## config.mk

```make
export PLATFORM = sky130hd
export DESIGN_NAME = perreg_capture
export DESIGN_NICKNAME = d
export VERILOG_FILES = /design/src/rtl/perreg_capture.sv
export SDC_FILE = /design/constraint.sdc
export NUM_CORES = 1
export LEC_CHECK = 0
export CORE_MARGIN = 1.5
export CORE_UTILIZATION = 40
export CTS_CLUSTER_SIZE = 24
export DETAILED_ROUTE_END_ITERATION = 16
export HOLD_SLACK_MARGIN = 0.02
export PLACE_DENSITY = 0.81
export REMOVE_ABC_BUFFERS = 1
export SETUP_SLACK_MARGIN = 0.15
export SKIP_CTS_REPAIR_TIMING = 1
export SYNTH_ARGS = -nofsm -noshare
export SYNTH_HDL_FRONTEND = slang
export SYNTH_SLANG_ARGS = --single-unit
export TNS_END_PERCENT = 20
```

## constraint.sdc

```tcl
create_clock -name clk -period 2.55 [get_ports clk]
set_input_delay 0.51 -clock clk [delete_from_list [all_inputs] [get_ports clk]]
set_output_delay 0.51 -clock clk [all_outputs]
set_load 0.01 [all_outputs]
```

## src/rtl/perreg_capture.sv

```systemverilog
// rtl/perreg_capture.sv - sticky per-lane parity error capture with first-index, event count, irq and clear handshake
module perreg_capture #(
    parameter int WIDTH    = 16,
    parameter int CNT_W    = 8,
    parameter int IRQ_MODE = 0,
    localparam int IDX_W   = (WIDTH > 1) ? $clog2(WIDTH) : 1
) (
    input  logic             clk,
    input  logic             rst_n,
    input  logic             perr_valid,
    input  logic [WIDTH-1:0] perr,
    input  logic [WIDTH-1:0] mask,
    input  logic             clr_req,
    output logic             clr_ack,
    output logic [WIDTH-1:0] q,
    output logic [IDX_W-1:0] first_idx,
    output logic             first_vld,
    output logic [CNT_W-1:0] err_cnt,
    output logic             cnt_sat,
    output logic             irq
);

    typedef enum logic [1:0] {
        S_IDLE  = 2'd0,
        S_ERR   = 2'd1,
        S_CLEAR = 2'd2
    } state_t;

    state_t           state;
    state_t           state_nxt;

    logic [WIDTH-1:0] evbits;
    logic             ev;
    logic [IDX_W-1:0] low_idx;
    logic             enter_clear;

    logic [WIDTH-1:0] q_base;
    logic [CNT_W-1:0] cnt_base;
    logic             fv_base;
    logic [IDX_W-1:0] fi_base;

    logic [WIDTH-1:0] q_nxt;
    logic [CNT_W-1:0] cnt_nxt;
    logic             fv_nxt;
    logic [IDX_W-1:0] fi_nxt;
    logic             irq_nxt;

    // Qualified error event: only unmasked lanes with a valid strobe count
    always_comb begin
        evbits = perr & ~mask;
        ev     = perr_valid & (|evbits);
    end

    // Priority encoder: lowest set lane of the current event
    always_comb begin
        low_idx = '0;
        for (int i = WIDTH - 1; i >= 0; i--) begin
            if (evbits[i]) begin
                low_idx = IDX_W'(i);
            end
        end
    end

    // State register; reset also drops clr_ack through the output register below
    always_ff @(posedge clk or negedge rst_n) begin
        if (!rst_n) begin
            state <= S_IDLE;
        end else begin
            state <= state_nxt;
        end
    end

    // Next-state logic; leaving CLEAR looks at the post-update flags so IDLE always means Q==0
    always_comb begin
        state_nxt   = state;
        enter_clear = 1'b0;
        case (state)
            S_IDLE: begin
                if (clr_req) begin
                    state_nxt   = S_CLEAR;
                    enter_clear = 1'b1;
                end else if (ev) begin
                    state_nxt = S_ERR;
                end
            end
            S_ERR: begin
                if (clr_req) begin
                    state_nxt   = S_CLEAR;
                    enter_clear = 1'b1;
                end
            end
            S_CLEAR: begin
                if (!clr_req) begin
                    state_nxt = (q_nxt != '0) ? S_ERR : S_IDLE;
                end
            end
            default: begin
                state_nxt = S_IDLE;
            end
        endcase
    end

    // Datapath next values: the clear wipes the old history first, then a same-cycle event is applied on top
    always_comb begin
        q_base   = enter_clear ? '0 : q;
        cnt_base = enter_clear ? '0 : err_cnt;
        fv_base  = enter_clear ? 1'b0 : first_vld;
        fi_base  = enter_clear ? '0 : first_idx;

        q_nxt    = q_base;
        cnt_nxt  = cnt_base;
        fv_nxt   = fv_base;
        fi_nxt   = fi_base;

        if (ev) begin
            q_nxt = q_base | evbits;
            if (cnt_base != {CNT_W{1'b1}}) begin
                cnt_nxt = cnt_base + CNT_W'(1);
            end
            if (!fv_base) begin
                fv_nxt = 1'b1;
                fi_nxt = low_idx;
            end
        end

        if (state_nxt == S_CLEAR) begin
            irq_nxt = 1'b0;
        end else if (IRQ_MODE == 0) begin
            irq_nxt = (q_nxt != '0);
        end else begin
            irq_nxt = ev;
        end
    end

    // Output registers, all updated one cycle after the sampled event
    always_ff @(posedge clk or negedge rst_n) begin
        if (!rst_n) begin
            q         <= '0;
            first_idx <= '0;
            first_vld <= 1'b0;
            err_cnt   <= '0;
            cnt_sat   <= 1'b0;
            irq       <= 1'b0;
            clr_ack   <= 1'b0;
        end else begin
            q         <= q_nxt;
            first_idx <= fi_nxt;
            first_vld <= fv_nxt;
            err_cnt   <= cnt_nxt;
            cnt_sat   <= (cnt_nxt == {CNT_W{1'b1}});
            irq       <= irq_nxt;
            clr_ack   <= (state_nxt == S_CLEAR);
        end
    end

endmodule

```

==> flow_metrics.env <==
export IMPL_place_gp_congestion=0.852
export IMPL_xor_xnor_share_of_the_synthesized_area=0.0233
export IMPL_grt_setup_unrepaired="no"
export IMPL_drtIter0Drc=121
export IMPL_synth_enable_flop_cells=0
export IMPL_post_route_min_period_ns=2.32
export IMPL_max_freq_mhz=431
export IMPL_timing_setup_tns_ns=0
export IMPL_cts_htree_levels=2
export IMPL_total_leakage_power_nw=1.66
export IMPL_status="finished, violations left"
export IMPL_power_per_cell_area_mw_per_mm2=515
export IMPL_post_synth_top_count_cell="sky130_fd_sc_hd__dfrtp_1"
export IMPL_final_hold_viol_count=0
export IMPL_yosysWarningCount=0
export IMPL_clock_tree_buffer_depth=2
export IMPL_path_max_fanout=6
export IMPL_total_power_w=0.00163
export IMPL_synth_fa_ha_area_frac=0.00666
export IMPL_dp_slack_ns=-0.342
export IMPL_postSynth_asyncResetShare=1.00
export IMPL_critPathLaunchType="primary input"
export IMPL_core_rowCount=24
export IMPL_failing_checks="DRC"
export IMPL_place_detailed_instances=339
export IMPL_cts_buffers_inserted=5
export IMPL_worstMarginPinSlew_ns=0.426
export IMPL_final_setup_violation_count=0
export IMPL_nFillCells=334
export IMPL_die_w_um=71.5
export IMPL_clk_pin_slew_ns=0.06
export IMPL_synth_top_cell_by_area="sky130_fd_sc_hd__dfrtp_1"
export IMPL_finalCritPeriodShare=0.909
export IMPL_setup_worst_path_class="primary input to flop"
export IMPL_hold_worst_slack_ns=0.523
export IMPL_slew_viol_final=0
export IMPL_placement_io_buffers=67
export IMPL_largest_net_degree_at_the_start_of_global_routing=35
export IMPL_num_nets_final=337
export IMPL_worst_hold_path_num_cells=2
export IMPL_start_util=0.423
export IMPL_drt_pre_antenna_iters=10
export IMPL_detail_route_vias_per_cell=5.62
export IMPL_clk_root_buffer_cell="sky130_fd_sc_hd__clkbuf_8"
export IMPL_main_combinational_cell_family_by_area_after_synthesis="simple AND/OR/NAND/NOR gates"
export IMPL_grt_remaining_overflow=0
export IMPL_design_portCount=68
export IMPL_synth_top_cells_by_area="sky130_fd_sc_hd__dfrtp_1 45%, sky130_fd_sc_hd__a22o_1 5.6%, sky130_fd_sc_hd__nor2b_1 5.3%"
export IMPL_flow_area_growth_from_synthesis_pct=68.8
export IMPL_cp_end_kind="flop"
export IMPL_post_synthesis_average_cell_area_um2=9.73
export IMPL_die_area_mm2=0.00512
export IMPL_syn_inst=193
export IMPL_n_antenna_cell=0
export IMPL_slew_headroom=0.716
export IMPL_grt_pass1_wl_mm=8.86
export IMPL_cell_types_with_the_highest_counts_after_synthesis="34 x sky130_fd_sc_hd__dfrtp_1, 16 x sky130_fd_sc_hd__nor2b_1, 12 x sky130_fd_sc_hd__a22o_1, 12 x sky130_fd_sc_hd__nand2_1, 12 x sky130_fd_sc_hd__nor2_1"
export IMPL_drv_max_cap_violation_count=0
export IMPL_grt_antenna_before_repair=0
export IMPL_fraction_of_layout_cells_with_a_size_suffix_above_1=0.243
export IMPL_via_count_of_the_first_global_routing_pass=1937
export IMPL_min_delay_path_class="flop to flop"
export IMPL_peakVddDrop_mv=0.296
export IMPL_yosysTopAreaCellShare=0.453
export IMPL_cts_num_sinks=34
export IMPL_drc=3
export IMPL_synth_main_ff_cell="sky130_fd_sc_hd__dfrtp_1"
export IMPL_seq_area_frac_synth=0.453
export IMPL_post_drt_wl_per_cell_um=17.3
export IMPL_hpwl_mm=4.25
export IMPL_synth_area_mux_share=0.0113
export IMPL_timing_clock_skew_ns=0.00448
export IMPL_finalNonFillerCells=353
export IMPL_synth_simple_gate_area_share=0.265
export IMPL_routed_antenna_nets=0
export IMPL_cp_arrival_ns=2.55
export IMPL_worstPathRequired_ns=2.78
export IMPL_synth_compound_area_frac=0.208
export IMPL_yosys_register_bits=34
export IMPL_timing_reg2reg_worst_path_depth=9
export IMPL_grt_total_usage=0.222
export IMPL_detail_route_wirelength_mm=6.09
export IMPL_worst_slack_ns=0.231
export IMPL_die_h_um=71.5
export IMPL_yosys_cell_types_count=48
export IMPL_dr_total_vias=1985
export IMPL_cts_tree="yes"
export IMPL_post_synth_instance_area_mm2=0.00188
export IMPL_core_region_area_mm2=0.00444
export IMPL_worstSkewPairLatency_ns=0.29
critical path, cell delays in order:
cell	delay (ns)
sky130_fd_sc_hd__dlymetal6s2s_1	0.12
sky130_fd_sc_hd__nor2b_4	0.13
sky130_fd_sc_hd__or4_4	0.54
sky130_fd_sc_hd__o41a_1	0.53
sky130_fd_sc_hd__and3_1	0.23
sky130_fd_sc_hd__a311oi_2	0.26
sky130_fd_sc_hd__and4b_1	0.21
report_power, final:
part           internal (W)  leakage (nW)  switching (W)
Combinational      0.000316          1.18       0.000234
Clock              0.000217        0.0482       0.000190
Sequential         0.000607         0.433      0.0000685
state kept, by name, summed over array words and instances, names as in the netlist:
name and flops:
q 16, err_cnt 8, first_idx 4, state 2, clr_ack 1, cnt_sat 1
first_vld 1, irq 1
layout make-up:
| cell class | instances | area [um^2] | area share |
|---|---|---|---|
| tap | 52 | 65.1 | 0.0205 |
| clock buffer | 7 | 86.3 | 0.0272 |
| timing repair buffer | 107 | 1050 | 0.330 |
| inverter | 9 | 33.8 | 0.0107 |
| multi-input combinational | 143 | 1080 | 0.341 |
| clock inverter | 1 | 5.00 | 0.00158 |
| sequential | 34 | 851 | 0.268 |
layout by cell type (no fill, tap or decap), drive strengths merged, types with 9 or more instances in the layout:
cell / count
buf: 40
clkdlybuf4s50: 35
dfrtp: 34
dlymetal6s2s: 31
nor2b: 17
a22o: 12
nand2: 12
nor2: 12
nand2b: 9
inv: 9
cell families (layout without fill, tap and decap cells):
family / Yosys count / after routing
and+or+nand+nor: 85 / 85
AOI/OAI and AO/OA: 50 / 50
DFF: 34 / 34
buffers and inverters: 16 / 124
xor gates and xnor gates: 5 / 5
muxes: 2 / 2
adders and majority gates: 1 / 1
per-stage QoR:
stage                     instance area [um^2]  utilization
after floorplan                           1850            -
after global placement                    2840        0.639
after detailed placement                  2840        0.639
after CTS                                 2930        0.660
after global routing                      3170        0.713
final                                     3170        0.713
worst paths after layout:
path	startpoint	slack [ns]	end
max	perr[8]	0.23	cnt_sat$_DFF_PN0_
min	first_idx[2]$_DFF_PN0_	0.52	first_idx[2]$_DFF_PN0_
max reg2reg	state[1]$_DFF_PN0_	0.49	cnt_sat$_DFF_PN0_
min reg2reg	first_idx[2]$_DFF_PN0_	0.52	first_idx[2]$_DFF_PN0_
max in group asynchronous	rst_n	1.62	q[0]$_DFF_PN0_
min in group asynchronous	rst_n	0.61	q[13]$_DFF_PN0_
layer usage:
metal  vias up  part of all wire  GRT usage
met1       972              0.42      0.282
met2        77              0.51      0.382
met3        10             0.054     0.0478
met5         -                 0          0
li1        926                 -          -
met4         0             0.015     0.0671
(Power assumes the default switching activity.)
